<file path="src/rtl/mig_read_streamer.sv">
// Streams a block of DDR reads from a MIG user interface into a small FIFO and
// out to a ready/valid consumer, with credit-based flow control so the FIFO never overflows.
module mig_read_streamer #(
    parameter int ADDR_W     = 28,
    parameter int DATA_W     = 128,
    parameter int ADDR_INC   = 8,
    parameter int FIFO_DEPTH = 16
) (
    input  logic              clk,
    input  logic              rst_n,
    input  logic              init_calib_complete,
    input  logic              cmd_valid,
    output logic              cmd_ready,
    input  logic [ADDR_W-1:0] cmd_addr,
    input  logic [15:0]       cmd_beats,
    output logic              app_en,
    output logic [2:0]        app_cmd,
    output logic [ADDR_W-1:0] app_addr,
    input  logic              app_rdy,
    input  logic [DATA_W-1:0] app_rd_data,
    input  logic              app_rd_data_valid,
    output logic              out_valid,
    input  logic              out_ready,
    output logic [DATA_W-1:0] out_data,
    output logic              out_last,
    output logic              busy,
    output logic              done,
    output logic              err
);
    localparam int PW = $clog2(FIFO_DEPTH);
    localparam int CW = PW + 1;

    typedef enum logic [1:0] {IDLE, ISSUE, DRAIN} state_t;

    state_t            state, state_nxt;
    logic [ADDR_W-1:0] addr_q;
    logic [15:0]       issue_left;
    logic [15:0]       out_left;
    logic [CW-1:0]     outstanding;
    logic [CW-1:0]     fifo_cnt;
    logic [PW-1:0]     wr_ptr;
    logic [PW-1:0]     rd_ptr;
    logic [DATA_W-1:0] mem [FIFO_DEPTH];
    logic              done_q;
    logic              err_q;
    logic [CW:0]       credit_sum;
    logic              credit;
    logic              accept, issue, push, pop, last_pop;

    // Every beat in flight or buffered already owns a FIFO slot.
    assign credit_sum = {1'b0, outstanding} + {1'b0, fifo_cnt};
    assign credit     = credit_sum < (CW+1)'(FIFO_DEPTH);

    always_comb begin
        state_nxt = state;
        cmd_ready = 1'b0;
        app_en    = 1'b0;
        case (state)
            IDLE: begin
                cmd_ready = rst_n && init_calib_complete;
                if (cmd_valid && cmd_ready && cmd_beats != 16'd0)
                    state_nxt = ISSUE;
            end
            ISSUE: begin
                app_en = (issue_left != 16'd0) && credit;
                if (app_en && app_rdy && issue_left == 16'd1)
                    state_nxt = DRAIN;
            end
            DRAIN: begin
                if (out_valid && out_ready && out_last)
                    state_nxt = IDLE;
            end
            default: state_nxt = IDLE;
        endcase
    end

    assign accept    = cmd_valid && cmd_ready;
    assign issue     = app_en && app_rdy;
    assign push      = app_rd_data_valid && (outstanding != '0);
    assign pop       = out_valid && out_ready;
    assign last_pop  = pop && out_last;

    assign app_cmd   = 3'b001;
    assign app_addr  = addr_q;
    assign out_valid = fifo_cnt != '0;
    assign out_data  = out_valid ? mem[rd_ptr] : '0;
    assign out_last  = out_valid && (out_left == 16'd1);
    assign busy      = state != IDLE;
    assign done      = done_q;
    assign err       = err_q;

    always_ff @(posedge clk or negedge rst_n) begin
        if (!rst_n) state <= IDLE;
        else        state <= state_nxt;
    end

    always_ff @(posedge clk or negedge rst_n) begin
        if (!rst_n) begin
            addr_q      <= '0;
            issue_left  <= '0;
            out_left    <= '0;
            outstanding <= '0;
            fifo_cnt    <= '0;
            wr_ptr      <= '0;
            rd_ptr      <= '0;
            done_q      <= 1'b0;
            err_q       <= 1'b0;
        end else begin
            if (accept) begin
                addr_q     <= cmd_addr;
                issue_left <= cmd_beats;
                out_left   <= cmd_beats;
            end else begin
                if (issue) begin
                    addr_q     <= addr_q + ADDR_W'(ADDR_INC);
                    issue_left <= issue_left - 16'd1;
                end
                if (pop)
                    out_left <= out_left - 16'd1;
            end
            case ({issue, push})
                2'b10:   outstanding <= outstanding + CW'(1);
                2'b01:   outstanding <= outstanding - CW'(1);
                default: outstanding <= outstanding;
            endcase
            case ({push, pop})
                2'b10:   fifo_cnt <= fifo_cnt + CW'(1);
                2'b01:   fifo_cnt <= fifo_cnt - CW'(1);
                default: fifo_cnt <= fifo_cnt;
            endcase
            if (push) wr_ptr <= wr_ptr + PW'(1);
            if (pop)  rd_ptr <= rd_ptr + PW'(1);
            // A return with nothing outstanding is dropped and flagged until reset.
            if (app_rd_data_valid && outstanding == '0)
                err_q <= 1'b1;
            done_q <= (accept && cmd_beats == 16'd0) || last_pop;
        end
    end

    always_ff @(posedge clk) begin
        if (push)
            mem[wr_ptr] <= app_rd_data;
    end
endmodule

</file>
<file path="config.mk">
export PLATFORM = sky130hd
export DESIGN_NAME = mig_read_streamer
export DESIGN_NICKNAME = d
export VERILOG_FILES = /design/src/rtl/mig_read_streamer.sv
export SDC_FILE = /design/constraint.sdc
export NUM_CORES = 2
export LEC_CHECK = 0
export BUFFER_PORTS_ARGS = -buffer_cell sky130_fd_sc_hd__buf_4
export CAP_MARGIN = 20
export CORE_MARGIN = 1
export CORE_UTILIZATION = 30
export CTS_BUF_LIST = sky130_fd_sc_hd__clkbuf_2 sky130_fd_sc_hd__clkbuf_4 sky130_fd_sc_hd__clkbuf_8
export DETAILED_ROUTE_END_ITERATION = 12
export MAX_ROUTING_LAYER = met4
export PLACE_DENSITY = 0.48
export SETUP_SLACK_MARGIN = 0.02
export SLEW_MARGIN = 20
export SYNTH_ARGS = -nofsm -noshare
export SYNTH_HDL_FRONTEND = slang
export SYNTH_SLANG_ARGS = --single-unit
</file>
<file path="constraint.sdc">
create_clock -name clk -period 18.79 [get_ports clk]
set_clock_uncertainty 0.05 [all_clocks]
set_input_delay 4.6975 -clock clk [delete_from_list [all_inputs] [get_ports clk]]
set_output_delay 4.6975 -clock clk [all_outputs]
set_load 0.01 [all_outputs]
</file>
==> metrics.md <==
| Metric | Value |
|---|---|
| Run status | `complete, no violations` |
| CTS Buf Count | `370` |
| Worst-Margin Slew | `1.035 ns` |
| EDFF count, synth | `2048` |
| Initial Utilization | `30.15%` |
| Reg-to-reg endpoint | `mem[6][99]$_DFFE_PP_` |
| Primary FF master, synth | `edfxtp_1` |
| Ports | `345` |
| Register bit total from synthesis | `2130` |
| Mapped Area | `82420 sq um` |
| Worst EP arrival | `5.89 ns` |
| Largest family of logic cells by synthesized area | `multiplexers` |
| Critical Path RT | `14.04 ns` |
| Reg-to-reg startpoint | `outstanding[1]$_DFFE_PN0P_` |
| Register area share after synthesis | `77.10%` |
| Die Span Y | `526.2 um` |
| Post-synthesis simple-gate area fraction | `2.476%` |
| Clk Latency, worst-skew pair | `0.91 ns` |
| Dpl hpwl | `112200 um` |
| Crit path from | `rd_ptr[0]$_DFFE_PN0P_` |
| Routed WL per cell | `27.12 um` |
| Synth Instances | `3514` |
| Port Buffer Count | `341` |
| First-pass GRT wire length | `310100 um` |
| FILL cells | `25.35k` |
| R2R Setup Slk | `14.26 ns` |
| DP Area | `89490 sq um` |
| Min cycle time layout | `10.64 ns` |
| Post-route ant nets | `0` |
| Die W | `526.2 um` |
| Deepest clock path buffer count | `4` |
| Core Area | `273400 sq um` |
| Max cap viols | `0` |
| Routed Wire Length | `217600 um` |
| Routability Congestion | `0.7290` |
| Setup TNS | `0 ns` |
| Global route overflow | `0` |
| DRT iter0 DRCs | `2925` |
| Initial antenna violation count | `49` |
| Clk sinks | `2130` |
| YS warnings | `0` |
| Asr flop ratio synth | `3.850%` |
| Post-synthesis cell type count | `67` |
| Fin. Hold Viols | `0` |
| Average size of a mapped cell | `23.46 sq um` |
| Cell row count | `192` |
| Leak Pwr | `30.68 nW` |
| Area Growth Syn to Fin | `17.18%` |
| Area occupied by multi-input gates | `18070 sq um` |
| CP Capture Point | `out_data[1]` |
| Final Cell Area | `96590 sq um` |
| Postcts setup bufs | `0` |
| CTS H-tree lvls | `5` |
| Pwr Density | `152.5 nW/um^2` |
| Adder-Cell Fraction of Synth Area | `0.3825%` |
| Hold Crit Depth | `2` |
| CP Capture Type | `output port` |
| WS Path Type | `flop to output port` |
| CTS clk-pin slew, worst paths | `0.06 ns` |
| CTS tree | `done` |
| Clk Tree Root Cell | `clkbuf_8` |
| Register area | `63570 sq um` |
| Startpoint Class | `flop` |
| Final Max Tran Viols | `0` |
| DRC errors left | `0` |
| Rel. slew slack | `31.02%` |
| DR pass1 iterations | `5` |
| Crit share post-route | `56.63%` |
| Post-Synth XOR/XNOR Area | `0.3932%` |
| Largest net degree at the start of global routing | `147` |
| Reg2Reg Depth | `7` |
| Post-cts sizing count | `0` |
| Detailed-route via count | `39.14k` |
| Final net count | `4332` |
| Crit Path Max Fanout | `105` |
| Share of cells above drive strength 1 | `37.95%` |
| Fmax | `0.09397 GHz` |
| Hold crit path type | `flop to flop` |
| Mux cell area share after synthesis | `17.52%` |
| Vias in the first global route | `41.42k` |
| Total Die Area | `276800 sq um` |
| RSZ-0062 raised after global routing | `no` |
| Tot GR Track Use | `16.03%` |
| Cts hold-fix bufs | `0` |
| Synth Area in Compound Gates | `0.9837%` |
| Final setup fails | `0` |
| Max VDD drop | `0.08730 mV` |
| Via/cell ratio | `4.877` |
-- worst max-delay path: stages (launching register included) --
cell,delay [ns]
dfrtp_4,0.92
buf_12,0.72
buf_12,0.60
buf_4,0.89
mux4_2,0.61
mux4_2,0.46
and2_1,0.26
buf_4,0.18
-- cells in the mapped netlist (all sizes together), types with 11 or more instances --
master | instances | share of area (%)
xor2 | 12 | 0.13
nor3 | 17 | 0.10
or4 | 19 | 0.18
buf | 84 | 0.56
a21oi | 14 | 0.085
or3 | 15 | 0.13
inv | 20 | 0.091
o21ai | 39 | 0.24
nand2 | 54 | 0.25
o31ai | 13 | 0.12
a31oi | 21 | 0.16
nor2 | 50 | 0.23
edfxtp | 2048 | 75
dfrtp | 82 | 2.5
nor4 | 11 | 0.14
and2 | 132 | 1.0
clkbuf | 99 | 0.49
nand3 | 20 | 0.14
ha | 22 | 0.33
xnor2 | 25 | 0.27
mux4 | 640 | 17
-- power by group --
| group | total [mW] | leakage, nW | internal, mW | switching [mW] |
|---|---|---|---|---|
| logic | 4.68 | 7.42 | 2.23 | 2.44 |
| registers | 5.98 | 19.5 | 5.74 | 0.237 |
| clock network | 4.07 | 3.72 | 2.20 | 1.87 |
-- metrics by stage --
step / utilization [%] / power [mW] / std cells / hold slack (ns) / worst slack (ns)
2_1_floorplan: - / 9.058 / 3515 / 0.4115 / 4.039
3_3_place_gp: 32.73 / 10.90 / 7346 / 0.4105 / 8.758
3_5_place_dp: 32.74 / 10.92 / 7346 / 0.4132 / 8.754
4_1_cts: 35.31 / 15.05 / 7998 / 0.4279 / 7.752
5_1_grt: 35.33 / 15.47 / 8019 / 0.4516 / 7.553
6_report: 35.33 / 14.73 / 8024 / 0.4239 / 8.149
-- metal layers --
metal / vias to the layer above / global-route usage (%) / routed length [um]
li1: 16294 / - / -
met1: 21418 / 21.70 / 98100
met2: 1082 / 24.57 / 102500
met3: 342 / 3.385 / 12390
met4: 0 / 4.086 / 4616
met5: - / - / 0
-- area by class of cell --
cell class | count | area share, %
tap | 3589 | 4.649
clock buffer | 499 | 6.340
sequential | 2130 | 65.81
timing repair buffer | 425 | 3.407
antenna | 26 | 0.06736
multi-input combinational | 1182 | 18.71
inverter | 20 | 0.07773
clock inverter | 153 | 0.9379
-- layout by cell type (no fill, tap or decap), types with 14 or more instances in the layout --
cell type	instances
edfxtp_1	2048
mux4_2	640
buf_4	417
clkbuf_8	380
and2_1	132
clkbuf_4	119
clkinv_1	92
dfrtp_1	78
nand2_1	53
nor2_1	38
o21ai_0	37
clkinv_2	33
diode_2	26
xnor2_1	25
ha_1	22
a31oi_1	21
inv_1	19
nand3_1	19
or4_1	18
a21oi_1	14
-- kinds of logic after synthesis --
kind of cell	count (synthesis)
AO/OA/AOI/OAI	123
XOR/XNOR	37
adder cells (fa/ha/maj)	24
buffers and inverters	203
flip-flops	2130
multiplexers	642
other	2
AND/OR/NAND/NOR	353
-- sequential cells by signal, summed over array words and instances, names as in the netlist --
name,flops
rd_ptr,4
state,2
done,1
out_left,16
err,1
wr_ptr,4
mem,2048
issue_left,16
outstanding,5
fifo_cnt,5
app_addr,28
-- how the worst min path moves through the flow --
stage	startpoint	end	slack (ns)
floorplan	outstanding[4]$_DFFE_PN0P_	outstanding[4]$_DFFE_PN0P_	0.41
detailed placement	app_addr[1]$_DFFE_PN0P_	app_addr[1]$_DFFE_PN0P_	0.41
global route	app_addr[1]$_DFFE_PN0P_	app_addr[1]$_DFFE_PN0P_	0.45
finish	app_addr[1]$_DFFE_PN0P_	app_addr[1]$_DFFE_PN0P_	0.42
global placement	app_addr[1]$_DFFE_PN0P_	app_addr[1]$_DFFE_PN0P_	0.41
CTS	app_addr[1]$_DFFE_PN0P_	app_addr[1]$_DFFE_PN0P_	0.43
Note: power is estimated with default switching activity, not from simulation.
